`config.mk`:
```
export PLATFORM = sky130hd
export DESIGN_NAME = pwm_capture
export DESIGN_NICKNAME = d
export VERILOG_FILES = /design/src/rtl/pwm_pkg.sv /design/src/rtl/pwm_input_sync.sv /design/src/rtl/pwm_capture.sv
export SDC_FILE = /design/constraint.sdc
export NUM_CORES = 1
export LEC_CHECK = 0
export ABC_AREA = 1
export CAP_MARGIN = 20
export CORE_UTILIZATION = 30
export CTS_BUF_LIST = sky130_fd_sc_hd__clkbuf_4 sky130_fd_sc_hd__clkbuf_8
export DETAILED_ROUTE_END_ITERATION = 8
export GPL_ROUTABILITY_DRIVEN = 1
export GPL_TIMING_DRIVEN = 0
export SLEW_MARGIN = 10
export SYNTH_ARGS = -nofsm -noshare
export SYNTH_HDL_FRONTEND = slang
export SYNTH_SLANG_ARGS = --single-unit
```
`constraint.sdc`:
```
create_clock -name clk -period 6.6 [get_ports clk]
set_clock_uncertainty 0.15 [all_clocks]
set_input_delay 0.66 -clock clk [delete_from_list [all_inputs] [get_ports clk]]
set_output_delay 0.66 -clock clk [all_outputs]
set_load 0.005 [all_outputs]
```
`src/rtl/pwm_pkg.sv`:
```
// rtl/pwm_pkg.sv - shared PWM defaults, FSM states and period helper
// Used by both the PWM generator and pwm_capture so the two ends agree on the
// waveform rule: period = 2^WORD_LENGTH << freq, high time = duty << freq.
package pwm_pkg;

    localparam int DEFAULT_WORD_LENGTH = 8;
    localparam int DEFAULT_FREQ_LENGTH = 2;

    // Longest legal period: the largest frequency code at the default widths.
    localparam int MAX_PERIOD = (2 ** DEFAULT_WORD_LENGTH) << (2 ** DEFAULT_FREQ_LENGTH - 1);

    typedef enum logic [1:0] {
        IDLE,
        SYNC,
        HIGH,
        LOW
    } state_t;

    // Period in clocks produced by frequency code k.
    function automatic int period_of(input int k, input int word_length = DEFAULT_WORD_LENGTH);
        return (2 ** word_length) << k;
    endfunction

endpackage

```
`src/rtl/pwm_input_sync.sv`:
```
// rtl/pwm_input_sync.sv - 2-flop synchronizer with edge detection for the PWM line
// Ports:
//   clk, reset     system clock, synchronous active-high reset
//   pwm_input      asynchronous PWM line
//   level          synchronized line level
//   rise, fall     single-cycle edge strobes derived from level and its previous value
module pwm_input_sync (
    input  logic clk,
    input  logic reset,
    input  logic pwm_input,
    output logic level,
    output logic rise,
    output logic fall
);

    logic meta;
    logic sync;
    logic prev;

    always_ff @(posedge clk) begin
        if (reset) begin
            meta <= 1'b0;
            sync <= 1'b0;
            prev <= 1'b0;
        end else begin
            meta <= pwm_input;
            sync <= meta;
            prev <= sync;
        end
    end

    assign level = sync;
    assign rise  = sync & ~prev;
    assign fall  = ~sync & prev;

endmodule

```
`src/rtl/pwm_capture.sv`:
```
// rtl/pwm_capture.sv - decodes a PWM waveform back into duty cycle and frequency code
// Ports:
//   clk, reset   system clock, synchronous active-high reset
//   start        enable; low forces IDLE
//   pwm_input    asynchronous PWM line
//   dutyCycle    last decoded duty cycle
//   frequency    last decoded frequency code
//   valid        one-cycle pulse per decoded period (or 0% duty timeout)
//   locked       level, last measurement was good
//   error        one-cycle pulse on bad period, bad high time or stuck-high line
module pwm_capture
    import pwm_pkg::*;
#(
    parameter int WORD_LENGTH = DEFAULT_WORD_LENGTH,
    parameter int FREQ_LENGTH = DEFAULT_FREQ_LENGTH,
    parameter int CNT_WIDTH   = WORD_LENGTH + 2 ** FREQ_LENGTH
) (
    input  logic                   clk,
    input  logic                   reset,
    input  logic                   start,
    input  logic                   pwm_input,
    output logic [WORD_LENGTH-1:0] dutyCycle,
    output logic [FREQ_LENGTH-1:0] frequency,
    output logic                   valid,
    output logic                   locked,
    output logic                   error
);

    localparam int NUM_FREQ = 2 ** FREQ_LENGTH;
    localparam logic [CNT_WIDTH-1:0] MAX_CNT = CNT_WIDTH'(period_of(NUM_FREQ - 1, WORD_LENGTH));

    logic sync_level;
    logic sync_rise;
    logic sync_fall;

    pwm_input_sync u_sync (
        .clk       (clk),
        .reset     (reset),
        .pwm_input (pwm_input),
        .level     (sync_level),
        .rise      (sync_rise),
        .fall      (sync_fall)
    );

    state_t                 state;
    logic [CNT_WIDTH-1:0]   cnt;
    logic [CNT_WIDTH-1:0]   hi_cnt;
    logic [CNT_WIDTH-1:0]   cnt_inc;
    logic                   timeout;

    logic                   k_found;
    logic [FREQ_LENGTH-1:0] k_sel;
    logic [CNT_WIDTH-1:0]   low_mask;
    logic                   decode_ok;
    logic [WORD_LENGTH-1:0] duty_dec;

    // A rise on the same cycle the counter tops out closes a legal
    // MAX_PERIOD waveform, so it wins over the timeout.
    assign cnt_inc = (cnt == MAX_CNT) ? cnt : cnt + CNT_WIDTH'(1);
    assign timeout = (cnt == MAX_CNT) && !sync_rise;

    // Period P = cnt and high time H = hi_cnt at the closing rise.
    always_comb begin
        k_found = 1'b0;
        k_sel   = '0;
        for (int k = 0; k < NUM_FREQ; k++) begin
            if (cnt == CNT_WIDTH'(period_of(k, WORD_LENGTH))) begin
                k_found = 1'b1;
                k_sel   = FREQ_LENGTH'(k);
            end
        end
        low_mask  = (CNT_WIDTH'(1) << k_sel) - CNT_WIDTH'(1);
        decode_ok = k_found && ((hi_cnt & low_mask) == '0) && (hi_cnt < cnt);
        duty_dec  = WORD_LENGTH'(hi_cnt >> k_sel);
    end

    always_ff @(posedge clk) begin
        if (reset) begin
            state     <= IDLE;
            cnt       <= '0;
            hi_cnt    <= '0;
            dutyCycle <= '0;
            frequency <= '0;
            valid     <= 1'b0;
            locked    <= 1'b0;
            error     <= 1'b0;
        end else begin
            valid <= 1'b0;
            error <= 1'b0;
            if (!start) begin
                state  <= IDLE;
                cnt    <= '0;
                hi_cnt <= '0;
                locked <= 1'b0;
            end else if (state != IDLE && timeout) begin
                // No rise for a whole MAX_PERIOD: the line is stuck.
                cnt   <= CNT_WIDTH'(1);
                state <= SYNC;
                if (sync_level) begin
                    error  <= 1'b1;
                    locked <= 1'b0;
                end else begin
                    valid     <= 1'b1;
                    dutyCycle <= '0;
                    locked    <= 1'b1;
                end
            end else begin
                case (state)
                    IDLE: begin
                        cnt    <= '0;
                        hi_cnt <= '0;
                        locked <= 1'b0;
                        state  <= SYNC;
                    end
                    SYNC: begin
                        if (sync_rise) begin
                            cnt   <= CNT_WIDTH'(1);
                            state <= HIGH;
                        end else begin
                            cnt <= cnt_inc;
                        end
                    end
                    HIGH: begin
                        if (sync_rise) begin
                            // Second rise without a fall in between.
                            error  <= 1'b1;
                            locked <= 1'b0;
                            cnt    <= CNT_WIDTH'(1);
                        end else begin
                            cnt <= cnt_inc;
                            if (sync_fall) begin
                                hi_cnt <= cnt;
                                state  <= LOW;
                            end
                        end
                    end
                    LOW: begin
                        if (sync_rise) begin
                            cnt   <= CNT_WIDTH'(1);
                            state <= HIGH;
                            if (decode_ok) begin
                                valid     <= 1'b1;
                                dutyCycle <= duty_dec;
                                frequency <= k_sel;
                                locked    <= 1'b1;
                            end else begin
                                error  <= 1'b1;
                                locked <= 1'b0;
                            end
                        end else begin
                            cnt <= cnt_inc;
                        end
                    end
                    default: state <= IDLE;
                endcase
            end
        end
    end

endmodule

```
# Yosys cells after proc, flatten, opt, wreduce, memory -nomap -nowiden
# Index checks and enable logic that the tools add are counted.
# totals
register_bits	42
latchBits	0
mem_bits_rw	0
romBits	0
input_bits	4
elab_cells	105
memories	0
# op_classes
add_sub_neg	2
n_mul	0
div	0
magnitude_cmp	1
n_eq_ne	18
n_shift	2
n_mux	39
bitwise_logic	7
n_reduce_logical	23
# op_table
operator	count
two-way mux 12 bit	4
one-hot mux 12 bit (2 select lines)	2
two-way mux 8 bit	5
two-way mux 1 bit	20
inequality test 3 bit (second input constant)	5
adder 12 x 1 -> 12 bit (second input constant)	1
AND 12 bit	1
equality test 12 x 10 -> 1 bit (second input constant)	1
equality test 12 x 11 -> 1 bit (second input constant)	1
equality test 12 bit (second input constant)	1
equality test 12 x 9 -> 1 bit (second input constant)	1
zero test 12 bit	1
< comparator 12 bit	1
left shift 1 x 2 -> 12 bit (first input constant)	1
right shift 12 x 2 -> 8 bit	1
subtractor 12 x 2 -> 12 bit (second input constant)	1
two-way mux 2 bit	5
AND reduction 5 bit	2
nonzero test 2 bit	5
AND reduction 3 bit	3
inequality test 2 bit (second input constant)	3
one-hot mux 2 bit (3 select lines)	1
OR reduction 3 bit	2
equality test 2 bit (second input constant)	2
other kinds (14)	22

# Longest topological paths before layout
# logic_depth
word_depth	14
depth_mapped	21
depth_no_buf	20

# Modules after synthesis
# Synthesis repeated with hierarchy kept, for this count alone.
# hier_totals
cells_unflattened	389
hier_area_um2	2608.8
# by_module_without_submodules
module	instances	cells_per_inst	area_each_um2
pwm_capture	1	377	2514.9
pwm_input_sync	1	12	93.8

# Least setup slack after synthesis
# Ideal clock, no wire load.
# synth_timing
kind	register to register
start	reg cnt[0]
end	reg dutyCycle[0]
setup_ns	0.114
arrival_time_ns	2.204
setup_slack_ns	4.132
path_stages_with_launch	21
path_buffers	1
path_cell_list	dfxtp_1 inv_1 ha_1 nand2_2 nor2_8 nand2_8 ha_1 inv_1 nand2_1 nand2_1 nor2_1 nand3_1 nor2_1 nand2_2 nor2_4 nand4_4 nand2_4 buf_8 nand2_1 nand2_1 nor2_2
# synth_between
elab_chain_len	12
word_cells_on_any_way	30
classes_between	add/sub: 1; order compare: 1; eq/ne: 5; shift: 2; mux: 11; bitwise: 1; reduce/logical: 9
# synth_lines
item	line	source
start: declaration	pwm_capture.sv:46	logic [CNT_WIDTH-1:0] cnt;
start signal: assignment	pwm_capture.sv:120	cnt <= cnt_inc;
start signal: assignment	pwm_capture.sv:130	cnt <= cnt_inc;
start signal: assignment	pwm_capture.sv:151	cnt <= cnt_inc;
equality test 12 x 10 -> 1 bit	pwm_capture.sv:67	if (cnt == CNT_WIDTH'(period_of(k, WORD_LENGTH))) begin
two-way mux 1 bit	pwm_capture.sv:67	
two-way mux 2 bit (2 in series)	pwm_capture.sv:67	
left shift 1 x 2 -> 12 bit	pwm_capture.sv:72	low_mask = (CNT_WIDTH'(1) << k_sel) - CNT_WIDTH'(1);
subtractor 12 x 2 -> 12 bit	pwm_capture.sv:72	
AND 12 bit	pwm_capture.sv:73	decode_ok = k_found && ((hi_cnt & low_mask) == '0) && (hi_cnt < cnt);
zero test 12 bit	pwm_capture.sv:73	
logical AND 1 bit (2 in series)	pwm_capture.sv:73	
nonzero test 2 bit (no line)	n/a	
AND reduction 5 bit (no line)	n/a	
end signal: assignment	pwm_capture.sv:143	dutyCycle <= duty_dec;
end: declaration	pwm_capture.sv:22	output logic [WORD_LENGTH-1:0] dutyCycle,
# Several ways; a longest one is shown, not always the timed one. The select of a mux whose other input is x is not followed.
# A chain may end at the register's enable or synchronous reset.

# Worst setup path in the final report
# layout_timing
start	reg cnt[0]
end	reg dutyCycle[3]
# Same word-level chain as after synthesis.

==> flow_summary.toml <==
[timing]
drv_slew = 0
finalSetupViolations = 0
fmax_mhz = 361
tightest_slew_ns = 0.611
finalHoldViolCount = 0
finalCriticalPeriod_ns = 2.77
hold_ws_ns = 0.264
relSlewSlack = 0.589
tns_ns = 0
fin_crit_sh = 0.420
rsz0062_at_grt = "false"
layout_setup_ws_ns = 3.83

[route]
route.vias.total = 2223
postRouteAntennaNets = 0
totalWireLength_um = 5690
wl_per_cell_um = 12.0
vias_per_cell = 4.69
dr.pass1.iters = 4
drtIter0Drc = 126
drc = 0

[power_and_ir_drop]
leakagePower_nw = 1.19
p_int_uw = 335
clkPwrFrac = 0.380
p_sw_uw = 110
powerDensity_nw_per_um2 = 156
combPwrFrac = 0.047
peakVddDrop_mv = 0.0928
p_sw_frac = 0.247
p_seq_frac = 0.574

[status]
status = "complete, no violations"

[floorplanning]
die_w_um = 92.9
die-area_um2 = 8630
num_rows = 32
coreArea_um2 = 7850
ios = 17
initial_core_util = 0.316
die_height_um = 92.9

[hold_path]
hp-class = "flip-flop to flip-flop"

[cells_and_area]
seq_area_um2 = 841
multi_input_area_um2 = 1400
drive_gt1_frac = 0.132
diodes = 0
n_fill_cell = 842
area_growth_pct = 15.2
final_nets = 389

[critical_path]
cp-start-kind = "flip-flop"
required_ns = 6.65
cp-end-kind = "flip-flop"
cp.arrival_ns = 2.83
worstSetupPathType = "flip-flop to flip-flop"
crit_fanout = 10

[clock_network]
clk_pin_slew_worst_paths_ns = 0.09
clock-sinks = 42
postCtsSetupBuffers = 0
insertion_delay_ns = 0.30
root_buffer = "clkbuf_8"
clock_path_buffers = 2
cts_tree = "done"
cts_buffers = 5
h-tree-depth = 2
cts.repair.resized = 0
holdBufCountCts = 0

[grt]
grt_overflow = 0
grtUsageTotal = 0.144
antenna_found_initial = 0
grt_start_max_net_pins = 15
grt_pass1_vias = 2142
grt_pass1_wl_um = 9980

[synth]
synth-edff-count = 0
synth_seq_cells = 42
synth.distinct_cells = 38
synth_top_cells_by_area = "dfxtp_1 34%, nand2_1 10%, nor2_1 7.7%"
synth.largest_area_cell = "dfxtp_1"
synth_top_area_frac = 0.339
ys.flop_type = "dfxtp_1"
yosys-top-cells-count = "69 x nand2_1, 51 x nor2_1, 43 x inv_1, 42 x dfxtp_1, 20 x nand3_1"
synth-async-reset-ratio = 0
synth-seq-area-share = 0.339
netlist_instances = 348
synthesis.nets = 366
ys.warnings.count = 0
syn_avg_cell_area_um2 = 7.13
synth_most_common_cell = "nand2_1"
syn_area_um2 = 2480

[placed_design]
place_ws_ns = 3.83
place_congestion = 0.876
io_buffers = 16
post-dp-hpwl_um = 4380

[run]
drv_cap = 0
[worst paths after layout]
kind / start / to / slack (ns) / depth (start not counted)
hold reg to reg: u_sync.meta / u_sync.level / 0.26 / 2
setup / recovery: cnt[0] / dutyCycle[3] / 3.83 / 20
setup reg to reg: cnt[0] / dutyCycle[3] / 3.83 / 20
hold / removal: u_sync.meta / u_sync.level / 0.26 / 2
[layout by cell type (no fill, tap or decap), drive strengths merged]
cell type       n
buf             6
clkdlybuf4s50  16
xor2            4
a32oi          12
nand4           5
nand3b          2
clkinvlp        1
nor4            2
nor3b           1
o21ai          14
a221oi          1
nand3          20
a31oi           1
inv            49
a311oi          1
o21a            1
clkinv          3
nor3            6
nor2           66
a21o            1
o211ai          1
clkbuf          7
or2             1
ha             14
nand2          80
o21bai          2
dfxtp          42
a21oi          13
[stage by stage]
stage | utilization | power [mW] | instances | area, um2
5_1_grt | 0.364 | 0.463 | 474 | 2860
6_report | 0.364 | 0.445 | 474 | 2860
3_3_place_gp | 0.353 | 0.282 | 466 | 2770
3_5_place_dp | 0.353 | 0.282 | 466 | 2770
2_1_floorplan | - | 0.275 | 348 | 2480
4_1_cts | 0.364 | 0.452 | 474 | 2860
[metal layers]
metal / vias to the layer above / track usage / wire [um]
li1: 1175 / - / -
met1: 1007 / 0.198 / 2940
met2: 34 / 0.232 / 2490
met3: 7 / 0.0255 / 211
met4: 0 / 0.0385 / 55
met5: - / 0 / 0
[worst max-delay path, cell delays in order, from the launching register on]
cell and delay, ns:
dfxtp_1 0.35, inv_1 0.10, ha_1 0.17, nand2_2 0.09
nor2_8 0.20, nand2_8 0.11, ha_1 0.29, inv_1 0.03
nand2_1 0.04, nand2_1 0.05, nor2_1 0.08, nand3_1 0.07
nor2_1 0.13, nand2_2 0.07, nor2_4 0.12, nand4_4 0.19
nand2_4 0.14, buf_8 0.13, nand2_1 0.05, nand2_1 0.07
nor2_2 0.04
[sequential cells by signal, indices dropped and copies added, names as in the netlist]
| name | count |
|---|---|
| locked | 1 |
| hi_cnt | 12 |
| cnt | 12 |
| u_sync.meta | 1 |
| frequency | 2 |
| state | 2 |
| u_sync.prev | 1 |
| error | 1 |
| u_sync.level | 1 |
| dutyCycle | 8 |
| valid | 1 |
[power groups by stage]
stage                     Sequential (mW)  Combinational, mW  Clock, mW
final                               0.256             0.0207      0.169
after detailed placement            0.262             0.0207          0
after CTS                           0.256             0.0208      0.176
after global routing                0.256             0.0228      0.185
after global placement              0.262             0.0205          0
after floorplan                     0.261             0.0137          0
[area by class of cell]
cell class | instances | area share
timing repair buffer | 16 | 0.0560
inverter | 50 | 0.0657
clock buffer | 5 | 0.0241
sequential | 42 | 0.294
multi-input combinational | 248 | 0.488
tap | 102 | 0.0447
clock inverter | 3 | 0.00744
buffer | 8 | 0.0197
[kinds of logic (layout without fill, tap and decap cells)]
family	Yosys count	after routing	synth area share
xor+xnor	4	4	0.0141
flops	42	42	0.339
fa+ha+maj	14	14	0.0706
buf+inv	58	82	0.0984
compound gates	47	47	0.124
simple gates	183	183	0.354
Power figures use the tool's default switching activity.
